==> src/rtl/pratica2_core_if.sv <==
// pratica2_core external bus: instruction/data inputs, debug and status outputs.
// master drives run/ir/din/dbg_sel, slave is the core.
interface pratica2_core_if;
  logic        run;
  logic [9:0]  ir;
  logic [15:0] din;
  logic [2:0]  dbg_sel;
  logic [15:0] q;
  logic [15:0] pc;
  logic [15:0] a_q;
  logic [15:0] g_q;
  logic [15:0] dbg_reg;
  logic        done;

  modport master (
    output run, ir, din, dbg_sel,
    input  q, pc, a_q, g_q, dbg_reg, done
  );

  modport slave (
    input  run, ir, din, dbg_sel,
    output q, pc, a_q, g_q, dbg_reg, done
  );
endinterface

==> src/rtl/pratica2_core.sv <==
// pratica2_core: multicycle 16-bit core with R0-R7 (R7 = pc), A, G,
// one-hot bus mux, add/sub/compare unit and a T0-T3 control FSM.
module pratica2_core (
  input  logic clock,
  input  logic resetn,
  pratica2_core_if.slave bus
);

  typedef enum logic [1:0] {T0, T1, T2, T3} state_t;

  localparam logic [3:0] OP_MV   = 4'd0;
  localparam logic [3:0] OP_MVI  = 4'd1;
  localparam logic [3:0] OP_ADD  = 4'd2;
  localparam logic [3:0] OP_SUB  = 4'd3;
  localparam logic [3:0] OP_SLT  = 4'd4;
  localparam logic [3:0] OP_SEQ  = 4'd5;
  localparam logic [3:0] OP_MVNZ = 4'd6;

  state_t      r_state;
  logic [9:0]  r_ir;
  logic        r_done;
  logic [15:0] r_regs [8];
  logic [15:0] r_a;
  logic [15:0] r_g;

  logic [3:0]  w_op;
  logic [2:0]  w_x;
  logic [2:0]  w_y;
  logic        w_din_out;
  logic        w_g_out;
  logic [7:0]  w_r_out;
  logic        w_rx_in;
  logic        w_a_in;
  logic        w_g_in;
  logic        w_zero;
  logic [15:0] w_bus;
  logic [15:0] w_alu;

  function automatic logic f_alu(input logic [3:0] op);
    return (op >= OP_ADD) && (op <= OP_SEQ);
  endfunction

  assign w_op   = r_ir[9:6];
  assign w_x    = r_ir[5:3];
  assign w_y    = r_ir[2:0];
  assign w_zero = (r_g == 16'h0000);

  always_ff @(posedge clock or posedge resetn) begin
    if (resetn) begin
      r_state <= T0;
      r_ir    <= '0;
      r_done  <= 1'b0;
    end else begin
      r_done <= 1'b0;
      unique case (r_state)
        T0: begin
          if (bus.run) begin
            r_ir    <= bus.ir;
            r_state <= T1;
            // short ops finish in T1, so done is raised on entry
            r_done  <= !f_alu(bus.ir[9:6]);
          end
        end
        T1: r_state <= f_alu(w_op) ? T2 : T0;
        T2: begin
          r_state <= T3;
          r_done  <= 1'b1;
        end
        T3: r_state <= T0;
        default: r_state <= T0;
      endcase
    end
  end

  always_comb begin
    w_din_out = 1'b0;
    w_g_out   = 1'b0;
    w_r_out   = '0;
    w_rx_in   = 1'b0;
    w_a_in    = 1'b0;
    w_g_in    = 1'b0;
    unique case (r_state)
      T1: begin
        unique case (1'b1)
          (w_op == OP_MV): begin
            w_r_out[w_y] = 1'b1;
            w_rx_in      = 1'b1;
          end
          (w_op == OP_MVI): begin
            w_din_out = 1'b1;
            w_rx_in   = 1'b1;
          end
          (w_op == OP_MVNZ): begin
            w_r_out[w_y] = !w_zero;
            w_rx_in      = !w_zero;
          end
          f_alu(w_op): begin
            w_r_out[w_x] = 1'b1;
            w_a_in       = 1'b1;
          end
          default: ;
        endcase
      end
      T2: begin
        w_r_out[w_y] = 1'b1;
        w_g_in       = 1'b1;
      end
      T3: begin
        w_g_out = 1'b1;
        w_rx_in = 1'b1;
      end
      default: ;
    endcase
  end

  // priority: din, then G, then R0..R7
  always_comb begin
    w_bus = '0;
    for (int i = 7; i >= 0; i--) begin
      if (w_r_out[i]) w_bus = r_regs[i];
    end
    if (w_g_out)   w_bus = r_g;
    if (w_din_out) w_bus = bus.din;
  end

  always_comb begin
    w_alu = r_g;
    unique case (w_op)
      OP_ADD:  w_alu = r_a + w_bus;
      OP_SUB:  w_alu = r_a - w_bus;
      OP_SLT:  w_alu = {15'b0, r_a < w_bus};
      OP_SEQ:  w_alu = {15'b0, r_a == w_bus};
      default: w_alu = r_g;
    endcase
  end

  always_ff @(posedge clock or posedge resetn) begin
    if (resetn) begin
      for (int i = 0; i < 8; i++) r_regs[i] <= '0;
      r_a <= '0;
      r_g <= '0;
    end else begin
      if (w_a_in) r_a <= w_bus;
      if (w_g_in) r_g <= w_alu;
      if (w_rx_in) r_regs[w_x] <= w_bus;
      // an explicit write to R7 overrides the increment
      if (r_done && !(w_rx_in && (w_x == 3'd7)))
        r_regs[7] <= r_regs[7] + 16'd1;
    end
  end

  assign bus.q       = w_bus;
  assign bus.pc      = r_regs[7];
  assign bus.a_q     = r_a;
  assign bus.g_q     = r_g;
  assign bus.dbg_reg = r_regs[bus.dbg_sel];
  assign bus.done    = r_done;

endmodule

==> src/flat_wrapper.sv <==
// flat-port wrapper written by rule: the top's interface ports become plain ports
module pratica2_core_flat 
  (clock, resetn, bus_run, bus_ir, bus_din, bus_dbg_sel, bus_q, bus_pc, bus_a_q, bus_g_q, bus_dbg_reg, bus_done);
  pratica2_core_if bus_i ();
  input  logic clock;
  input  logic resetn;
  input wire logic [$bits(bus_i.run)-1:0] bus_run;
  input wire logic [$bits(bus_i.ir)-1:0] bus_ir;
  input wire logic [$bits(bus_i.din)-1:0] bus_din;
  input wire logic [$bits(bus_i.dbg_sel)-1:0] bus_dbg_sel;
  output wire logic [$bits(bus_i.q)-1:0] bus_q;
  output wire logic [$bits(bus_i.pc)-1:0] bus_pc;
  output wire logic [$bits(bus_i.a_q)-1:0] bus_a_q;
  output wire logic [$bits(bus_i.g_q)-1:0] bus_g_q;
  output wire logic [$bits(bus_i.dbg_reg)-1:0] bus_dbg_reg;
  output wire logic [$bits(bus_i.done)-1:0] bus_done;
  assign bus_i.run = bus_run;
  assign bus_i.ir = bus_ir;
  assign bus_i.din = bus_din;
  assign bus_i.dbg_sel = bus_dbg_sel;
  assign bus_q = bus_i.q;
  assign bus_pc = bus_i.pc;
  assign bus_a_q = bus_i.a_q;
  assign bus_g_q = bus_i.g_q;
  assign bus_dbg_reg = bus_i.dbg_reg;
  assign bus_done = bus_i.done;
  pratica2_core u_core (.clock(clock), .resetn(resetn), .bus(bus_i));
endmodule
==> config.mk <==
export PLATFORM = sky130hd
export DESIGN_NAME = pratica2_core_flat
export DESIGN_NICKNAME = d
export VERILOG_FILES = /design/src/rtl/pratica2_core_if.sv /design/src/rtl/pratica2_core.sv /design/src/flat_wrapper.sv
export SDC_FILE = /design/constraint.sdc
export NUM_CORES = 1
export LEC_CHECK = 0
export ABC_AREA = 1
export CORE_ASPECT_RATIO = 1.2
export CORE_MARGIN = 10
export CORE_UTILIZATION = 59
export CTS_BUF_LIST = sky130_fd_sc_hd__clkbuf_16
export CTS_CLUSTER_DIAMETER = 50
export DETAILED_ROUTE_END_ITERATION = 12
export PLACE_DENSITY = 0.81
export SLEW_MARGIN = 20
export SYNTH_ARGS = -nofsm -noshare
export SYNTH_HDL_FRONTEND = slang
export SYNTH_SLANG_ARGS = --single-unit
==> constraint.sdc <==
create_clock -name clock -period 7.5 [get_ports clock]
set_input_delay 1.875 -clock clock [delete_from_list [all_inputs] [get_ports clock]]
set_output_delay 1.875 -clock clock [all_outputs]
set_load 0.05 [all_outputs]
# == After elaboration in Yosys (flattened, before gate mapping) ==
# Index checks and enable logic that the tools add are counted.
# classes
n_reduce_logical,18
order_cmp,12
eq_ne,12
mux,38
add_sub_neg,3
n_bitwise,3
# op_table
op,n
two-way mux 16 bit,15
bitwise mux 128 bit,1
case mux 16 bit (4 select lines),1
binary-select mux 16 bit (select 3 bit),1
demux 16 bit (select 3 bit),1
case mux 8 bit (3 select lines),1
"adder 16 x 1 -> 16 bit, second input constant",1
adder 16 bit,1
== test 16 bit,1
logical NOT 16 bit,1
< comparator 16 bit,1
case mux 8 bit (2 select lines),1
subtractor 16 bit,1
"== test 4 x 3 -> 1 bit, second input constant",3
two-way mux 1 bit,9
bitwise AND 8 bit,1
"== test 4 x 2 -> 1 bit, second input constant",2
">= comparator 4 x 2 -> 1 bit, second input constant",2
">= comparator 4 bit, second input constant",2
"less-or-equal comparator 4 x 3 -> 1 bit, second input constant",2
"< comparator 3 x 4 -> 1 bit, second input constant",2
NOT 3 -> 4 bit,2
case mux 2 bit (4 select lines),1
logical AND 1 bit,7
other kinds (17),26
# word_totals
output_inout_bits,81
wordCells,99
ff_bits,173
input_bits,32

# == Logic depth before layout (Yosys ltp) ==
# depth
ltp_word,20
ltp_mapped,39
ltp_nobuf,38

# == Least setup slack after synthesis ==
# No wires, ideal clock.
# synth_timing
kind,input-to-output
from,input port bus_dbg_sel[0]
to,output port bus_dbg_reg[0]
required_time_ps,5625
arrival_ps,3551
cell_stages,5
n_path_buf,3
path_slack_ps,2074
cell_sequence,clkbuf_1 -> clkbuf_1 -> clkbuf_1 -> o21ai_0 -> a31oi_1
# synth_between
elab_chain_cells,4
# synth_rtl
element,line_no,text
from (decl),flat_wrapper.sv:10,input wire logic [$bits(bus_i.dbg_sel)-1:0] bus_dbg_sel;
NOT 3 -> 4 bit (implied by the code),pratica2_core.sv:156,assign bus.dbg_reg = r_regs[bus.dbg_sel];
binary-select mux 16 bit (select 3 bit),pratica2_core.sv:156,
two-way mux 16 bit (implied by the code) (2 in series),pratica2_core.sv:156,
to (decl),flat_wrapper.sv:15,output wire logic [$bits(bus_i.dbg_reg)-1:0] bus_dbg_reg;
# No other way between the ends. The select of a mux whose other input is x is not followed.

# == Worst setup path after layout ==
# layout_timing
from,register u_core.r_ir[7]
to,output port bus_q[12]
# layout_between
elab_chain_cells,14
elab_cells_between_ends,20
cone_classes,order compare: 2; eq/ne: 2; mux: 14; reduce/logical: 2
# layout_rtl
element,line_no,text
from (decl),pratica2_core.sv:20,logic [9:0] r_ir;
from (signal assigned),pratica2_core.sv:58,r_ir <= bus.ir;
>= comparator 4 x 2 -> 1 bit or less-or-equal comparator 4 x 3 -> 1 bit (tied branches),pratica2_core.sv:40,return (op >= OP_ADD) && (op <= OP_SEQ);
logical AND 1 bit,pratica2_core.sv:40,
case mux 8 bit (3 select lines),pratica2_core.sv:84,unique case (1'b1)
case mux 8 bit (2 select lines),pratica2_core.sv:82,unique case (r_state)
two-way mux 16 bit (8 in series),pratica2_core.sv:120,if (w_r_out[i]) w_bus = r_regs[i];
two-way mux 16 bit,pratica2_core.sv:122,if (w_g_out) w_bus = r_g;
two-way mux 16 bit (*),pratica2_core.sv:123,if (w_din_out) w_bus = bus.din;
to (decl),flat_wrapper.sv:11,output wire logic [$bits(bus_i.q)-1:0] bus_q;
# Mark *: on every way between the ends. The rest lies on a longest branch, timed or not.

==> results.toml <==
[clocking]
post_cts_buffers = 0
clkLatencyLatePin_ns = 0.45
post_cts_resized = 0
cts_sinks = 173
cts_tree = "yes"
cts_buffers = 17
ctsRootBufferMaster = "clkbuf_16"
clockBufferDepth = 2
cts.clk_slew.worst_paths_ns = 0.07
hold_buffers = 0
h-tree-depth = 4

[sta]
worst_pin_slew_ns = 1.079
min_period_ns = 6.516
relSlewSlack_pct = 28.02
max_freq_mhz = 153.5
tns_ns = 0
final_hold_viol_count = 0
slew_violations = 0
fin_worst_skew_ns = 0.01613
period_share_pct = 86.88
setup_viol = 0
rsz0062_at_grt = "no"

[route]
finalWirelength_um = 40380
viasPerCell = 5.872
wire_per_inst_um = 19.52
vias = 12149
drt-initial-drc-count = 1402
drc_errors = 0
drt_first_pass_iters = 5
ant_nets = 0

[global_routing]
antenna_found_initial = 0
grt.total_usage_pct = 30.20
grt_pass1_vias = 11453
grt_pass1_wl_um = 64070
overflow = 0
grt_max_degree = 96

[place]
placed_cell_area_sq_mm = 0.01329
routabilityCongestion = 0.9444
io_buffers = 112
place.detailed.hpwl_um = 29250

[layout]
mostFrequentLayoutCells = "382 x nand2_1, 215 x inv_1, 173 x dfrtp_1"
final_area_sq_mm = 0.01391
nets = 1864
final_common_cell = "nand2_1"
syn_to_final_growth_pct = 13.39
antennaDiodeCount = 0
drive_above_1_share_pct = 11.31
fillers = 1779

[die]
start_util_pct = 60.38
io_pins = 113
core_area_sq_mm = 0.02033
die_x_um = 151.7
rows = 57
die_h_um = 178.0
die-area_sq_mm = 0.02699

[critical_path]
cp-end-kind = "primary output"
timing.reg2reg.worst_path_depth = 25
critPathLaunchType = "flip-flop"
slowest_stage = "clkdlybuf4s50_1"
worstPathArrival_ns = 4.64
cpLargestDelayFamily = "buffers and inverters"
worst-setup-path-type = "reg2out"
reg2reg_slack_ns = 1.97
cp_cell_sequence = "inv_2, nand3_2, nand2_1, inv_2, nor2_2, inv_2, o22ai_1, nand2_1, o21ai_0, inv_1, nand2_1, nand2_1, nand2_1, nand2_2, nand2_4, inv_1, clkdlybuf4s50_1"
reg2reg_to = "u_core.bus.g_q[14]"
cp_num_buf_inv = 6
required_ns = 5.62
rr_startpoint = "u_core.r_ir[7]"
cpMostUsedCell = "nand2_1"
slowest_delay_ns = 0.81
crit_fanout = 36

[job]
max_cap_viol_count = 0

[synth]
syn_area_sq_mm = 0.01227
synth-main-ff-cell = "dfrtp_1"
synth_seq_cells = 173
yosysSeqAreaShare_pct = 35.28
ys_warn_count = 0
ys_async_sr_fraction_pct = 100.0
synthCells = 1749
synthDistinctLibCells = 49
syn_area_per_cell_sq_um = 7.016
syn-num-nets = 1822
synth_edf_count = 0

[hold_path]
holdPathEnd = "u_core.r_regs[98]"
min_delay_path_depth = 2
holdCritStartpoint = "u_core.r_regs[98]"
hp-class = "reg2reg"

[outcome]
status = "complete, no violations"
[cell usage after synthesis, drive strengths merged (2+ instances only)]
library cell / instances / area [sq um]
o211ai: 17 / 127.6
a221oi: 4 / 35.03
dfrtp: 173 / 4329
nand3: 100 / 520.5
nor4: 3 / 18.77
xor2: 13 / 113.9
o22ai: 17 / 106.4
clkbuf: 63 / 237.7
a21oi: 86 / 430.4
nor2: 141 / 554.3
nor3b: 2 / 15.01
nand4: 4 / 31.28
o21ai: 313 / 1799
buf: 38 / 266.5
clkinv: 2 / 8.750
a31oi: 34 / 212.7
o21bai: 2 / 15.01
ha: 39 / 488.0
fa: 2 / 40.04
inv: 241 / 907.1
or2: 4 / 25.02
nor3: 19 / 100.1
nand2: 424 / 1824
[metal layers]
layer,GRT usage (%),up-vias,routed length [um]
met5,0,-,0
met4,12.21,0,1592
met3,5.729,101,3324
met2,49.00,603,19230
met1,38.73,5664,16230
li1,-,5781,-
[registers in the layout, indices dropped and copies added (netlist names), named ones only]
signal / flops
u_core.bus.a_q: 16
u_core.bus.done: 1
u_core.bus.g_q: 16
u_core.bus.pc: 16
u_core.r_ir: 10
u_core.r_regs: 112
u_core.r_state: 1
[through the flow]
step | worst slack, ns | std cells | utilization, % | hold WS, ns
2_1_floorplan | 0.9365 | 1749 | - | 0.4530
3_3_place_gp | 1.416 | 2037 | 65.39 | 0.4662
3_5_place_dp | 1.360 | 2037 | 65.40 | 0.4694
4_1_cts | 1.023 | 2069 | 68.46 | 0.4875
5_1_grt | 0.6474 | 2069 | 68.46 | 0.5122
6_report | 0.9841 | 2069 | 68.46 | 0.4849
[worst max-delay path by stage]
| stage | slack, ns | end | start | depth (start not counted) |
|---|---|---|---|---|
| 6_report | 0.98 | bus_q[12] | u_core.r_ir[7] | 17 |
| 5_1_grt | 0.65 | bus_q[14] | u_core.r_ir[7] | 18 |
| 4_1_cts | 1.02 | bus_q[6] | u_core.r_ir[7] | 17 |
| 3_5_place_dp | 1.36 | bus_dbg_reg[2] | bus_dbg_sel[1] | 7 |
| 3_3_place_gp | 1.42 | bus_dbg_reg[2] | bus_dbg_sel[1] | 7 |
| 2_1_floorplan | 0.94 | async pin | resetn | 1 |
[cell type report]
type                    instances  area (sq um)  area share, %
multi-input cells            1232          6534          46.96
repair buffers                124          1179          8.470
flip-flops and latches        173          4329          31.11
clock buffers                  17         425.4          3.057
well taps                     265         331.6          2.383
clock inverters                15         195.2          1.403
inverters                     243         920.9          6.618
[tightest hold or removal path: stages (launching register included)]
cell	delay [ns]
dfrtp_1	0.34
nand2_1	0.06
o21ai_2	0.05
[cells by family after synthesis]
logic type                 after synthesis  synth area share (%)
buffers and inverters                  344                 11.57
DFF                                    173                 35.28
AOI/OAI and AO/OA                      480                 22.68
xor gates and xnor gates                14                0.9992
adders and majority gates               41                 4.303
and+or+nand+nor                        697                 25.17
Power is not shown: default switching activity piles up to over one toggle a cycle in this logic, so the estimate is an artifact.
